<file path="config.mk">
export PLATFORM = sky130hd
export DESIGN_NAME = qr_bitserial_accum
export DESIGN_NICKNAME = d
export VERILOG_FILES = /design/src/rtl/qr_acc_pkg.sv /design/src/rtl/qr_shift_acc.sv /design/src/rtl/qr_bitserial_accum.sv
export SDC_FILE = /design/constraint.sdc
export NUM_CORES = 1
export LEC_CHECK = 0
export BUFFER_PORTS_ARGS = -buffer_cell sky130_fd_sc_hd__buf_4
export CORE_MARGIN = 4
export CORE_UTILIZATION = 55
export CTS_CLUSTER_DIAMETER = 150
export DETAILED_ROUTE_END_ITERATION = 16
export GPL_TIMING_DRIVEN = 0
export PLACE_DENSITY = 0.75
export SKIP_CTS_REPAIR_TIMING = 1
export SLEW_MARGIN = 10
export SYNTH_ARGS = -nofsm -noshare
export SYNTH_HDL_FRONTEND = slang
export SYNTH_SLANG_ARGS = --single-unit
</file>
<file path="constraint.sdc">
create_clock -name clk -period 8.5 [get_ports clk]
set_input_delay 1.7 -clock clk [delete_from_list [all_inputs] [get_ports clk]]
set_output_delay 1.7 -clock clk [all_outputs]
set_load 0.005 [all_outputs]
</file>
<file path="src/rtl/qr_acc_pkg.sv">
// Shared types, default widths and the saturation helper for the QR
// bit-serial accumulator slice.
package qr_acc_pkg;

  typedef enum logic [1:0] {IDLE, ISSUE, DRAIN, DONE} bsacc_state_t;

  localparam int unsigned QR_NUM_COLS     = 8;
  localparam int unsigned QR_NUM_ADC_BITS = 4;
  localparam int unsigned QR_NUM_ACC_BITS = 12;
  localparam int unsigned QR_NUM_CFG_BITS = 8;
  localparam int unsigned QR_MAX_IN_BITS  = 8;
  localparam int unsigned QR_ADC_LATENCY  = 1;

  // Returns {above_max, below_min} of v against the signed 'bits'-wide range.
  function automatic logic [1:0] sat_dir(input logic signed [31:0] v,
                                         input int unsigned bits);
    logic signed [31:0] lim;
    lim = 32'sd1 <<< (bits - 1);
    return {v > (lim - 32'sd1), v < -lim};
  endfunction

endpackage

</file>
<file path="src/rtl/qr_shift_acc.sv">
// One column of the bit-serial shift-accumulator: acc = 2*acc + adc,
// with the first plane optionally negated and the result saturated.
module qr_shift_acc
  import qr_acc_pkg::*;
#(
  parameter int unsigned numAdcBits = QR_NUM_ADC_BITS,
  parameter int unsigned numAccBits = QR_NUM_ACC_BITS
) (
  input  logic                  clk,
  input  logic                  nrst,
  input  logic                  clr,
  input  logic                  first,
  input  logic                  valid,
  input  logic                  signed_mode,
  input  logic [numAdcBits-1:0] adc,
  output logic [numAccBits-1:0] acc,
  output logic                  sat
);

  localparam int unsigned EW = numAccBits + 2;

  logic signed [EW-1:0] adc_ext;
  logic signed [EW-1:0] acc_ext;
  logic signed [EW-1:0] sum;
  logic [1:0]            dir;
  logic [numAccBits-1:0] acc_nxt;

  // Extended width keeps -(-2^(numAdcBits-1)) and 2*acc+adc exact before clipping.
  always_comb begin
    adc_ext = EW'($signed(adc));
    acc_ext = EW'($signed(acc));
    if (first) sum = signed_mode ? -adc_ext : adc_ext;
    else       sum = (acc_ext <<< 1) + adc_ext;
    dir = sat_dir(32'(sum), numAccBits);
    if (dir[1])      acc_nxt = {1'b0, {(numAccBits-1){1'b1}}};
    else if (dir[0]) acc_nxt = {1'b1, {(numAccBits-1){1'b0}}};
    else             acc_nxt = sum[numAccBits-1:0];
  end

  always_ff @(posedge clk) begin
    if (!nrst || clr) begin
      acc <= '0;
      sat <= 1'b0;
    end else if (valid) begin
      acc <= acc_nxt;
      sat <= sat | (|dir);
    end
  end

endmodule

</file>
<file path="src/rtl/qr_bitserial_accum.sv">
// Sequences MSB-first bit-plane MACs to the analog QR wrapper and shift-
// accumulates each column's ADC code into a saturated signed result.
module qr_bitserial_accum
  import qr_acc_pkg::*;
#(
  parameter int unsigned numCols    = QR_NUM_COLS,
  parameter int unsigned numAdcBits = QR_NUM_ADC_BITS,
  parameter int unsigned numAccBits = QR_NUM_ACC_BITS,
  parameter int unsigned numCfgBits = QR_NUM_CFG_BITS,
  parameter int unsigned maxInBits  = QR_MAX_IN_BITS,
  parameter int unsigned adcLatency = QR_ADC_LATENCY
) (
  input  logic                             clk,
  input  logic                             nrst,
  input  logic [numCfgBits-1:0]            n_input_bits_cfg,
  input  logic                             signed_cfg,
  input  logic                             start_i,
  output logic                             start_ready_o,
  output logic                             mac_en_o,
  output logic [$clog2(maxInBits)-1:0]     bit_idx_o,
  input  logic [numCols*numAdcBits-1:0]    adc_in_i,
  output logic [numCols*numAccBits-1:0]    acc_o,
  output logic [numCols-1:0]               sat_o,
  output logic                             out_valid_o,
  input  logic                             out_ready_i
);

  localparam int unsigned IDXW = $clog2(maxInBits);

  bsacc_state_t          state, state_nxt;
  logic [IDXW-1:0]       idx;
  logic [numCfgBits-1:0] n_res;
  logic                  signed_lat;
  logic                  first_pend;
  logic                  accept;
  logic                  sample_vld;
  logic                  pending;

  assign accept = (state == IDLE) && start_i;

  always_comb begin
    if (n_input_bits_cfg == '0)
      n_res = numCfgBits'(1);
    else if (n_input_bits_cfg > numCfgBits'(maxInBits))
      n_res = numCfgBits'(maxInBits);
    else
      n_res = n_input_bits_cfg;
  end

  // Sample qualification follows mac_en_o through a fixed-depth delay line.
  if (adcLatency == 0) begin : g_nolat
    assign sample_vld = mac_en_o;
    assign pending    = 1'b0;
  end else begin : g_lat
    localparam logic [adcLatency-1:0] TOP = adcLatency'(1) << (adcLatency - 1);
    logic [adcLatency-1:0] mac_dly;
    always_ff @(posedge clk) begin
      if (!nrst) mac_dly <= '0;
      else       mac_dly <= (mac_dly << 1) | adcLatency'(mac_en_o);
    end
    assign sample_vld = |(mac_dly & TOP);
    assign pending    = |(mac_dly & ~TOP);
  end

  always_ff @(posedge clk) begin
    if (!nrst) state <= IDLE;
    else       state <= state_nxt;
  end

  always_comb begin
    state_nxt     = state;
    start_ready_o = 1'b0;
    mac_en_o      = 1'b0;
    out_valid_o   = 1'b0;
    bit_idx_o     = '0;
    case (state)
      IDLE: begin
        start_ready_o = 1'b1;
        if (start_i) state_nxt = ISSUE;
      end
      ISSUE: begin
        mac_en_o  = 1'b1;
        bit_idx_o = idx;
        if (idx == '0) state_nxt = (adcLatency == 0) ? DONE : DRAIN;
      end
      DRAIN: begin
        if (!pending) state_nxt = DONE;
      end
      DONE: begin
        out_valid_o = 1'b1;
        if (out_ready_i) state_nxt = IDLE;
      end
      default: state_nxt = IDLE;
    endcase
  end

  always_ff @(posedge clk) begin
    if (!nrst) begin
      idx        <= '0;
      signed_lat <= 1'b0;
      first_pend <= 1'b0;
    end else if (accept) begin
      idx        <= IDXW'(n_res - numCfgBits'(1));
      signed_lat <= signed_cfg;
      first_pend <= 1'b1;
    end else begin
      if (state == ISSUE && idx != '0) idx <= idx - IDXW'(1);
      if (sample_vld) first_pend <= 1'b0;
    end
  end

  for (genvar g = 0; g < numCols; g++) begin : g_col
    qr_shift_acc #(
      .numAdcBits(numAdcBits),
      .numAccBits(numAccBits)
    ) u_col (
      .clk        (clk),
      .nrst       (nrst),
      .clr        (accept),
      .first      (first_pend),
      .valid      (sample_vld),
      .signed_mode(signed_lat),
      .adc        (adc_in_i[g*numAdcBits +: numAdcBits]),
      .acc        (acc_o[g*numAccBits +: numAccBits]),
      .sat        (sat_o[g])
    );
  end

endmodule
</file>
* Word level (Yosys, flattened, before mapping)
Cells that the tools add are included.
** Cells by class
- Bitwise gates (word level) :: 8
- Equality and inequality tests :: 6
- Reduce and logical (&&, ||, !) cells :: 19
- Order comparisons :: 17
- Add/sub/neg operators :: 18
- Mux-type cells :: 46
** Operator list (count)
- $mux 14 :: 16
- $mux 12 :: 16
- $add 13x4->14 :: 8
- $gt 14x12->1 const B :: 8
- $lt 14x12->1 const B :: 8
- $neg 4->14 :: 8
- $reduce_or 2->1 :: 8
- $mux 3 :: 5
- $gt 8x4->1 const B :: 1
- $logic_not 8->1 :: 1
- $or 1x1->1 :: 8
- $pmux 2 s4 :: 1
- $mux 2 :: 3
- $ne 2x2->1 const B :: 3
- $sub 3x1->3 const B :: 2
- $mux 1 :: 5
- $eq 2x2->1 const B :: 2
- $reduce_bool 2->1 :: 2
- $logic_not 3->1 :: 1
- $reduce_and 3->1 :: 1
- $reduce_bool 3->1 :: 1
- $eq 2x1->1 const B :: 1
- $logic_and 1x1->1 :: 2
- $logic_not 2->1 :: 1
- other kinds (2) :: 2
** Storage, ports and cells
- Logic and storage cells :: 135
- Output and inout port bits :: 110
- Register bits :: 112
- Bits of input ports :: 45

* Longest topological paths before layout
Gate-level depths: netlist (run 1).
- Depth in word-level cells :: 6
- Gate-level depth with buffers :: 13
- Depth with buffers taken out :: 12

* Hierarchy
From an unflattened synthesis (run 1), not the netlist that was laid out.
** Second synthesis, totals
- Cells, all modules :: 1454
- Area total of the unflattened synthesis :: 11952.7 µm²
** Modules (own cells, without submodules)
- qr_shift_acc (g_col[0].u_col ...) :: cells each 174, area an instance 1427.6 µm², times used 7
- qr_shift_acc (g_col[4].u_col) :: cells each 181, area an instance 1466.4 µm², times used 1
- qr_bitserial_accum :: cells each 55, area an instance 493.0 µm², times used 1

* Worst setup path after synthesis (run 1)
Ideal clock, no wire load.
- Path type :: input to register
- Start point :: input adc_in_i[5]
- End point :: register g_col[1].u_col.acc[10]
- Arrival time :: 3874 ps
- Stages :: 12
- Buffers on the path :: 1
- Data required time :: 8430 ps
- Library setup time :: 70 ps
- Setup slack :: 4556 ps
- Cell sequence :: ha_1 -> inv_1 -> fa_1 -> nand2b_1 -> a21oi_1 -> o211a_1 -> o21ai_1 -> a311o_1 -> or2_1 -> and3_1 -> buf_2 -> a21oi_1
** On the way
- Word-level cells in the longest chain between the ends :: 6
** RTL lines
- start, declared :: line qr_bitserial_accum.sv:21 : input logic [numCols*numAdcBits-1:0] adc_in_i,
- parallel branches: the longest is 2 deep, another holds $add 13x4->14
- $mux 14 * :: line qr_shift_acc.sv:32 : if (first) sum = signed_mode ? -adc_ext : adc_ext;
- $lt 14x12->1 :: line qr_acc_pkg.sv:19 : return {v > (lim - 32'sd1), v < -lim};
- $mux 12 :: line qr_shift_acc.sv:36 : else if (dir[0]) acc_nxt = {1'b1, {(numAccBits-1){1'b0}}};
- $mux 12 * :: line qr_shift_acc.sv:35 : if (dir[1]) acc_nxt = {1'b0, {(numAccBits-1){1'b1}}};
- end signal, assigned :: line qr_shift_acc.sv:45 : acc <= acc_nxt;
- end, declared :: line qr_shift_acc.sv:16 : output logic [numAccBits-1:0] acc,
Every way passes the cells marked *.
A chain may end at the register's enable or synchronous reset.

* Worst setup path after layout (run 1)
- Start point :: input adc_in_i[21]
- End point :: register g_col[5].u_col.acc[3]
** On the way
- Word-level cells in the longest chain between the ends :: 6
** RTL lines (line)
- parallel branches: the longest is 2 deep, another holds $add 13x4->14
- $mux 14 * :: qr_shift_acc.sv:32
- $lt 14x12->1 :: qr_acc_pkg.sv:19
- $mux 12 :: qr_shift_acc.sv:36
- $mux 12 * :: qr_shift_acc.sv:35
- end signal, assigned :: qr_shift_acc.sv:45
- end, declared :: qr_shift_acc.sv:16
Marked as above.

==> results of run 1 <==
power groups by stage:
stage	logic, mW	registers, mW	clock network (mW)
final	1.69	0.707	0.439
after global routing	1.85	0.719	0.461
after CTS	1.65	0.705	0.444
after detailed placement	1.64	0.716	0
after global placement	1.62	0.715	0
after floorplan	1.11	0.699	0
layout by cell type (no fill, tap or decap), drive strengths merged, types with 23 or more instances in the layout:
cell,Yosys,final
nor3,29,29
nor2,72,72
o21ai,151,151
inv,66,66
a31oi,23,23
a21oi,157,157
clkbuf,40,52
a21o,46,46
nand2,137,137
nor2b,33,33
ha,133,133
xor2,31,31
nand2b,23,23
nand3,43,43
buf,37,190
dfxtp,112,112
xnor2,40,40
o211ai,32,32
layout make-up:
type	instances	area (um2)
fillers	1763	6500
clock buffers	12	246
multi-input cells	1152	7860
plain buffers	77	358
flip-flops and latches	112	2240
inverters	66	248
clock inverters	1	30.0
repair buffers	153	1150
well taps	260	325
kinds of logic after synthesis:
kind of cell / count (synthesis) / synth area share
xor+xnor: 71 / 0.0581
simple gates: 400 / 0.180
flops: 112 / 0.209
compound gates: 528 / 0.314
mux: 12 / 0.0116
buf+inv: 143 / 0.0566
fa+ha+maj: 141 / 0.170
worst max-delay path: cells and delay by family:
| kind | cells | cell delay, ns |
|---|---|---|
| AO/OA/AOI/OAI | 5 | 1.18 |
| XOR/XNOR | 1 | 0.16 |
| adder cells (fa/ha/maj) | 2 | 0.57 |
| buffers and inverters | 3 | 0.45 |
| AND/OR/NAND/NOR | 2 | 0.28 |
through the flow:
step / utilization / instance area (um2) / instances / power, mW / setup slack (ns)
2_1_floorplan: - / 10700 / 1407 / 1.81 / 4.56
3_3_place_gp: 0.643 / 12200 / 1820 / 2.33 / 4.11
3_5_place_dp: 0.643 / 12200 / 1820 / 2.36 / 4.08
4_1_cts: 0.657 / 12500 / 1833 / 2.80 / 4.44
5_1_grt: 0.657 / 12500 / 1833 / 3.03 / 4.26
6_report: 0.657 / 12500 / 1833 / 2.83 / 4.43
how the worst max path moves through the flow:
stage | start | endpoint | slack, ns | cells after the start
global placement | adc_in_i[21] | g_col[5].u_col.acc[5] | 4.11 | 13
global route | adc_in_i[21] | g_col[5].u_col.acc[5] | 4.26 | 13
CTS | adc_in_i[21] | g_col[5].u_col.acc[3] | 4.44 | 13
floorplan | adc_in_i[5] | g_col[1].u_col.acc[10] | 4.56 | 12
finish | adc_in_i[21] | g_col[5].u_col.acc[3] | 4.43 | 13
detailed placement | adc_in_i[21] | g_col[5].u_col.acc[3] | 4.08 | 13
sequential cells by signal, indices dropped and copies added (netlist names):
register	cells
signed_lat	1
idx	3
g_lat.mac_dly	1
g_col.u_col.sat	8
g_col.u_col.acc	96
state	2
first_pend	1
routing by layer:
layer / vias up / part of all wire
li1: 5465 / -
met1: 5216 / 0.42
met2: 469 / 0.45
met3: 79 / 0.093
met4: 0 / 0.031
met5: - / 0
==> metrics.yaml, run 1 <==
setup_viol: 0
fin_skew_ns: 0.0108
hold_viol: 0
root_buffer: "clkbuf_16"
hold_class: "flop to flop"
p_leak_nw: 5.68
grt_max_degree: 16
clk_pin_slew_ns: 0.07
power.density_nw_per_um2: 227
grt_setup_unrepaired: "false"
switching_share: 0.465
cts_buffers: 9
synth.most_common_cell: "a21oi_1"
r2r-start: "signed_lat"
grt_pass1_vias: 10700
synthCells: 1407
overflow: 0
finalHoldWorstSlack_ns: 0.483
wl_mm: 34.7
cts_sinks: 112
dieArea_um2: 21800
peakVddDrop_v: 0.000136
worst_pin_slew_ns: 0.967
ios: 155
synth_edf_count: 0
io_buffer_count: 153
grt_use_met1: 0.405
dominantRegCellSynth: "dfxtp_1"
synth_cell_types: 71
arrival_ns: 4.36
status: "completed"
syn-cell-area_um2: 10700
drt_iter0_drc: 785
worst_setup_path_start_kind: "input port"
htreeDepth: 3
antenna_found_initial: 0
ys_top_cells_by_count: "155 x a21oi_1, 144 x o21ai_0, 137 x nand2_1"
top_usage_layer: "met2"
drcViolationCount: 0
critPathSlowestCell: "fa_1"
hold_depth: 2
avgSynthCellArea_um2: 7.61
critical_path_class: "input port to flop"
grt_pass1_wl_mm: 54.8
dp_hpwl_mm: 25.8
vias_per_cell: 6.13
use_met2: 0.504
via_count: 11200
firstDrtPassIters: 5
gp_congestion: 0.953
met3_usage: 0.0714
clock_latency_ns: 0.36
synth_top_area_frac: 0.209
switchingPower_mw: 1.32
finalSetupTns_ns: 0
worstSetupEndpointType: "flop"
dieHeight_um: 148
die_x_um: 148
syn-num-nets: 1593
timing.slew.headroom: 0.355
p_comb_frac: 0.595
hold_start: "g_col[6].u_col.sat"
worstHoldEndpoint: "g_col[6].u_col.sat"
synthArstFlopShare: 0
fin_nets: 1757
core_area_um2: 19000
worstPathRequired_ns: 8.79
syn_to_final_growth_pct: 16.3
seq_area_frac_synth: 0.209
power_frac_seq: 0.250
wl_per_cell_um: 18.9
drive_gt1_frac: 0.141
regToRegSetupSlack_ns: 5.07
initial_core_util: 0.565
diodes: 0
post-route-period-util: 0.479
rr_worst_depth: 7
yosys_warnings: 0
ys_ff_latch: 112
critPathMaxFanout: 10
grt_usage: 0.308
crit_chain: "buf_4, ha_1, inv_1, fa_1, nand2b_1, a21o_1, a211oi_1, nor2_1, xor2_1, o31ai_1, buf_2, a31oi_1, a21oi_1"
clock_power_share: 0.155
cts_tree: "yes"
fin_crit_ns: 4.07
row_count: 50
clock_path_buffers: 2
cap_violations: 0
p_int_mw: 1.51
antenna_left: 0
fmax_mhz: 246
r2r_end: "g_col[0].u_col.acc[10]"
critical_path.max_stage_delay_ns: 0.42
ys_top_cells_by_area: "dfxtp_1 21%, ha_1 16%, a21oi_1 7.2%"
synth.largest_area_cell: "dfxtp_1"
drv_slew: 0
Power figures use the tool's default switching activity.
==> run 2, diff against run 1 <==
Settings changed: CORE_UTILIZATION 55 to 54, PLACE_DENSITY 0.75 to 0.77.
Clock period 8.5 ns to 3.5 ns, I/O delays scaled along.
==> run 2 against run 1 <==
Compared with the run above: register-to-register slack got worse by 4.9 ns; sequential power increased by 140%; flip-flop and latch count unchanged; final area increased by 0.32%; largest power group unchanged; highest routed layer unchanged; sequential share of layout area decreased by 0.058 points; critical path type is now flop to flop; global-route usage decreased by 0.43 points.
==> metrics.yaml, run 2 (synthesized netlist as in run 1, its figures left out) <==
power.density_nw_per_um2: 556  # +140%
hold_class: "flop to flop"
fmax_mhz: 299
ios: 155  # unchanged
die_x_um: 149  # +0.87%
root_buffer: "clkbuf_16"
drt_iter0_drc: 978  # +25%
setup_viol: 0  # unchanged
cts_tree: "yes"
critical_path_class: "flop to flop"
fin_skew_ns: 0.0135  # +0.00272 ns
grt_pass1_wl_mm: 54.5  # -0.59%
crit_chain: "inv_1, clkbuf_1, buf_1, clkbuf_1, a31oi_1, nand2_1, a21oi_1"
largest_register: "g_col.u_col.acc"
register_area_um2: 2240  # unchanged
via_count: 11300  # +0.77%
clock_path_buffers: 2  # unchanged
htreeDepth: 3  # unchanged
dp_hpwl_mm: 25.8  # -0.19%
finalSetupTns_ns: 0  # unchanged
wl_mm: 34.6  # -0.21%
wl_per_cell_um: 18.8  # -0.59%
final_util: 0.642  # -0.0151
cts_buffers: 9  # unchanged
overflow: 0  # unchanged
io_buffer_count: 153  # unchanged
critPathBufInv: 4  # +1
syn_to_final_growth_pct: 16.7
final_common_cell: "buf_4"
reg.largest.list: "g_col.u_col.acc (96), g_col.u_col.sat (8), idx (3)"
grt_max_degree: 18  # +2
grt_usage: 0.304  # -0.00425
n_fill_cell: 1763  # unchanged
grt_pass1_vias: 10700  # -0.094%
diodes: 0  # unchanged
initial_core_util: 0.550  # -0.0147
multi_input_area_um2: 7860  # unchanged
crit_top_cell: "clkbuf_1"
fin_crit_ns: 3.35
firstDrtPassIters: 7  # +2
row_count: 51  # +2.0%
worst_setup_path_start_kind: "flop"
largest_register_ff_count: 96  # unchanged
critPathSlowestCell: "clkbuf_1"
fin_nets: 1757  # unchanged
antenna_left: 0  # unchanged
dieHeight_um: 149  # +0.87%
final_cell_mix: "161 x buf_4, 155 x a21oi_1, 144 x o21ai_0, 137 x nand2_1, 133 x ha_1"
drcViolationCount: 0  # unchanged
worstSetupEndpointType: "flop"
drive_gt1_frac: 0.143  # +0.00236
cap_violations: 0  # unchanged
critical_path.max_stage_delay_ns: 0.80  # +0.38 ns
hold_viol: 0  # unchanged
worstPathRequired_ns: 3.72  # -5.07 ns
arrival_ns: 3.57  # -0.79 ns
status: "completed"
clock_latency_ns: 0.38  # +0.02 ns
worst_pin_slew_ns: 0.976  # +0.00844 ns
critPathMaxFanout: 10  # unchanged
clk_pin_slew_ns: 0.07  # about the same
vias_per_cell: 6.15  # +0.38%
p_leak_nw: 5.69  # +0.22%
drv_slew: 0  # unchanged
total_power_mw: 6.95  # +150%
gp_congestion: 0.989  # +3.8%
peakVddDrop_v: 0.000324  # +140%
cts_sinks: 112  # unchanged
post-route-period-util: 0.956
dieArea_um2: 22100  # +1.7%
crit_family: "buffers and inverters"
timing.slew.headroom: 0.350  # -0.00563
core_area_um2: 19500  # +2.7%
antenna_found_initial: 0  # unchanged
grt_setup_unrepaired: "false"
run 2: cell count changes in the layout (fill, tap and decap cells not counted):
cell        before  now
clkinvlp_4       0    2
clkinv_2         0    2
clkbuf_8         1    0
bufinv_16        1    2
clkbuf_1        42   40
run 2: area by class of cell:
class                           count  share of cell area
Tap cell                          265              0.0265
Clock inverter                      6             0.00681
Buffer                             77              0.0286
Timing Repair Buffer              153              0.0919
Multi-Input combinational cell   1152               0.629
Sequential cell                   112               0.179
Clock buffer                        9              0.0180
Inverter                           66              0.0198
run 2: path summary, 6_finish.rpt:
kind,startpoint,endpoint,slack (ns),cells past startpoint
worst min-delay path,g_col[2].u_col.sat,g_col[2].u_col.sat,0.48,1
worst max register to register,first_pend,g_col[5].u_col.acc[6],0.15,7
worst min register to register,g_col[2].u_col.sat,g_col[2].u_col.sat,0.48,1
worst max-delay path,first_pend,g_col[5].u_col.acc[6],0.15,7
run 2: worst register-to-register path, delay by kind of cell (launching register included):
kind	cells	cell delay (ns)
buf+inv	4	2.11
compound gates	2	0.44
flops	1	0.33
simple gates	1	0.32
run 2: metrics by stage:
step | area [um2] | setup slack, ns | instances | hold WS (ns)
3_3_place_gp | 12200 | 0.115 | 1825 | 0.450
4_1_cts | 12500 | 0.317 | 1840 | 0.477
2_1_floorplan | 10700 | 0.556 | 1407 | 0.426
6_report | 12500 | 0.153 | 1840 | 0.476
3_5_place_dp | 12200 | 0.0652 | 1825 | 0.459
5_1_grt | 12500 | 0.176 | 1840 | 0.497
run 2: report_power, final:
| part | internal [mW] | switching, mW |
|---|---|---|
| combinational | 1.60 | 2.48 |
| clock | 0.622 | 0.527 |
| sequential | 1.51 | 0.208 |
| total | 3.73 | 3.22 |
run 2: layer usage:
layer,share of wire,wire [um],vias to the layer above,GRT usage
li1,-,-,5458,-
met1,0.43,14800,5278,0.404
met2,0.44,15400,483,0.489
met3,0.086,2980,96,0.0559
met4,0.040,1380,0,0.124
met5,0,0,-,0
==> run 3, diff against run 2 <==
Settings changed: CAP_MARGIN from default to 10, PLACE_DENSITY 0.77 to 0.81.
==> run 3 against run 2 <==
Compared with the run above: clock power fell by 6%; critical endpoint is now g_col[0].u_col.acc[10]; maximum frequency rose by 3.6%; largest cell class unchanged; clock-buffer cell count rose by 3.
==> metrics.yaml, run 3 (synthesized netlist as in run 1, its figures left out) <==
status: "completed"
drt_iter0_drc: 1049  # +7.3%
worst_setup_path_start_kind: "flop"
fin_crit_ns: 3.23  # -0.115 ns
fmax_mhz: 309  # +3.6%
critPathMaxFanout: 10  # unchanged
power.density_nw_per_um2: 550  # -1.1%
arrival_ns: 3.49  # -0.08 ns
grt_max_degree: 17  # -1
met3_usage: 0.0444  # -0.0115
cts_tree: "yes"
p_leak_nw: 5.68  # -0.15%
crit_chain: "clkbuf_1, clkbuf_1, buf_2, buf_1, a21oi_1, o31ai_1, a21oi_1"
use_met2: 0.479  # -0.0102
dieArea_um2: 22100  # unchanged
clock_path_buffers: 2  # unchanged
root_buffer: "clkbuf_16"
r2r-start: "signed_lat"
critical_path.max_stage_delay_ns: 0.60  # -0.20 ns
dp_hpwl_mm: 25.8  # about the same
fin_nets: 1757  # unchanged
drv_slew: 0  # unchanged
largest_register: "g_col.u_col.acc"
setup_viol: 0  # unchanged
antenna_left: 0  # unchanged
antenna_found_initial: 0  # unchanged
grt_pass1_wl_mm: 54.1  # -0.63%
cap_violations: 0  # unchanged
drcViolationCount: 0  # unchanged
dieHeight_um: 149  # unchanged
regToRegSetupSlack_ns: 0.27  # +0.12 ns
worstPathRequired_ns: 3.76  # +0.04 ns
final_area_um2: 12500  # -0.17%
die_x_um: 149  # unchanged
hold_start: "g_col[6].u_col.sat"
fin_skew_ns: 0.00961  # -0.00392 ns
diodes: 0  # unchanged
critical_path_class: "flop to flop"
reg.largest.list: "g_col.u_col.acc (96), g_col.u_col.sat (8), idx (3)"
worstHoldEndpoint: "g_col[6].u_col.sat"
hold_class: "flop to flop"
cts_sinks: 112  # unchanged
io_buffer_count: 153  # unchanged
hold_viol: 0  # unchanged
grt_pass1_vias: 10800  # +1.1%
grt_setup_unrepaired: "false"
place_area_um2: 12200  # unchanged
firstDrtPassIters: 5  # -2
peakVddDrop_v: 0.000366  # +13%
hold_depth: 2  # +1
timing.slew.headroom: 0.427  # +0.0777
drive_gt1_frac: 0.142  # -0.00127
initial_core_util: 0.550  # unchanged
wl_mm: 34.2  # -1.1%
final_util: 0.641  # -0.00109
r2r_end: "g_col[0].u_col.acc[10]"
core_area_um2: 19500  # unchanged
gp_congestion: 0.957  # -3.3%
finalSetupTns_ns: 0  # unchanged
grt_usage: 0.301  # -0.00333
via_count: 11400  # +0.39%
worstSetupEndpointType: "flop"
final_common_cell: "buf_4"
worst_pin_slew_ns: 0.859  # -0.117 ns
wl_per_cell_um: 18.6  # -1.1%
grt_use_met1: 0.411  # +0.00639
overflow: 0  # unchanged
final_cell_mix: "161 x buf_4, 155 x a21oi_1, 144 x o21ai_0, 137 x nand2_1, 133 x ha_1"
row_count: 51  # unchanged
htreeDepth: 3  # unchanged
ios: 155  # unchanged
rr_worst_depth: 7  # unchanged
total_power_mw: 6.86  # -1.3%
post-route-period-util: 0.923  # -0.0330
clock_latency_ns: 0.37  # about the same
critPathSlowestCell: "clkbuf_1"
n_fill_cell: 1762  # -0.057%
cts_buffers: 9  # unchanged
syn_to_final_growth_pct: 16.5
clk_pin_slew_ns: 0.08  # about the same
largest_register_ff_count: 96  # unchanged
vias_per_cell: 6.17  # +0.39%
top_usage_layer: "met2"
==> run 3: cell count changes in the layout (fill, tap and decap cells not counted), sizes merged <==
cell	change
clkbuf	+3
bufinv	-1
clkinv	-1
clkinvlp	-1
==> run 3: power by group <==
| group | leakage (nW) | internal [mW] | switching, mW |
|---|---|---|---|
| registers | 0.910 | 1.51 | 0.217 |
| logic | 4.63 | 1.60 | 2.45 |
| clock network | 0.139 | 0.572 | 0.512 |
| total | 5.68 | 3.68 | 3.18 |
==> run 3: area by class of cell <==
type                            instances  area [um2]  share of cell area
Inverter                               66         248              0.0199
Multi-Input combinational cell       1152        7860               0.630
Buffer                                 77         358              0.0287
Sequential cell                       112        2240               0.180
Tap cell                              265         332              0.0266
Clock buffer                           12         246              0.0198
Timing Repair Buffer                  153        1150              0.0921
Clock inverter                          3        42.5             0.00341
==> run 3: through the flow <==
stage	cells	hold slack (ns)	setup WS, ns
floorplan	1407	0.426	0.556
global placement	1825	0.442	0.114
detailed placement	1825	0.441	0.0336
global route	1840	0.470	0.209
CTS	1840	0.452	0.402
finish	1840	0.452	0.268
==> run 3: critical path, delay by kind of cell, from the launching register on <==
family,cells,cell delay (ns)
buffers and inverters,4,1.97
AOI/OAI and AO/OA,3,0.70
DFF,1,0.45
==> run 3: worst max-delay path by stage <==
stage / start / endpoint / cells after the start
6_report: signed_lat / g_col[0].u_col.acc[10] / 7
5_1_grt: adc_in_i[25] / g_col[6].u_col.acc[3] / 12
4_1_cts: adc_in_i[21] / g_col[5].u_col.acc[6] / 13
3_5_place_dp: adc_in_i[21] / g_col[5].u_col.acc[10] / 13
3_3_place_gp: adc_in_i[21] / g_col[5].u_col.acc[3] / 13
2_1_floorplan: adc_in_i[5] / g_col[1].u_col.acc[10] / 12
==> run 3: layer usage <==
layer,share of wire,vias up,routed length (um)
li1,-,5452,-
met1,0.42,5226,14500
met2,0.44,578,15000
met3,0.10,103,3480
met4,0.037,0,1270
met5,0,-,0
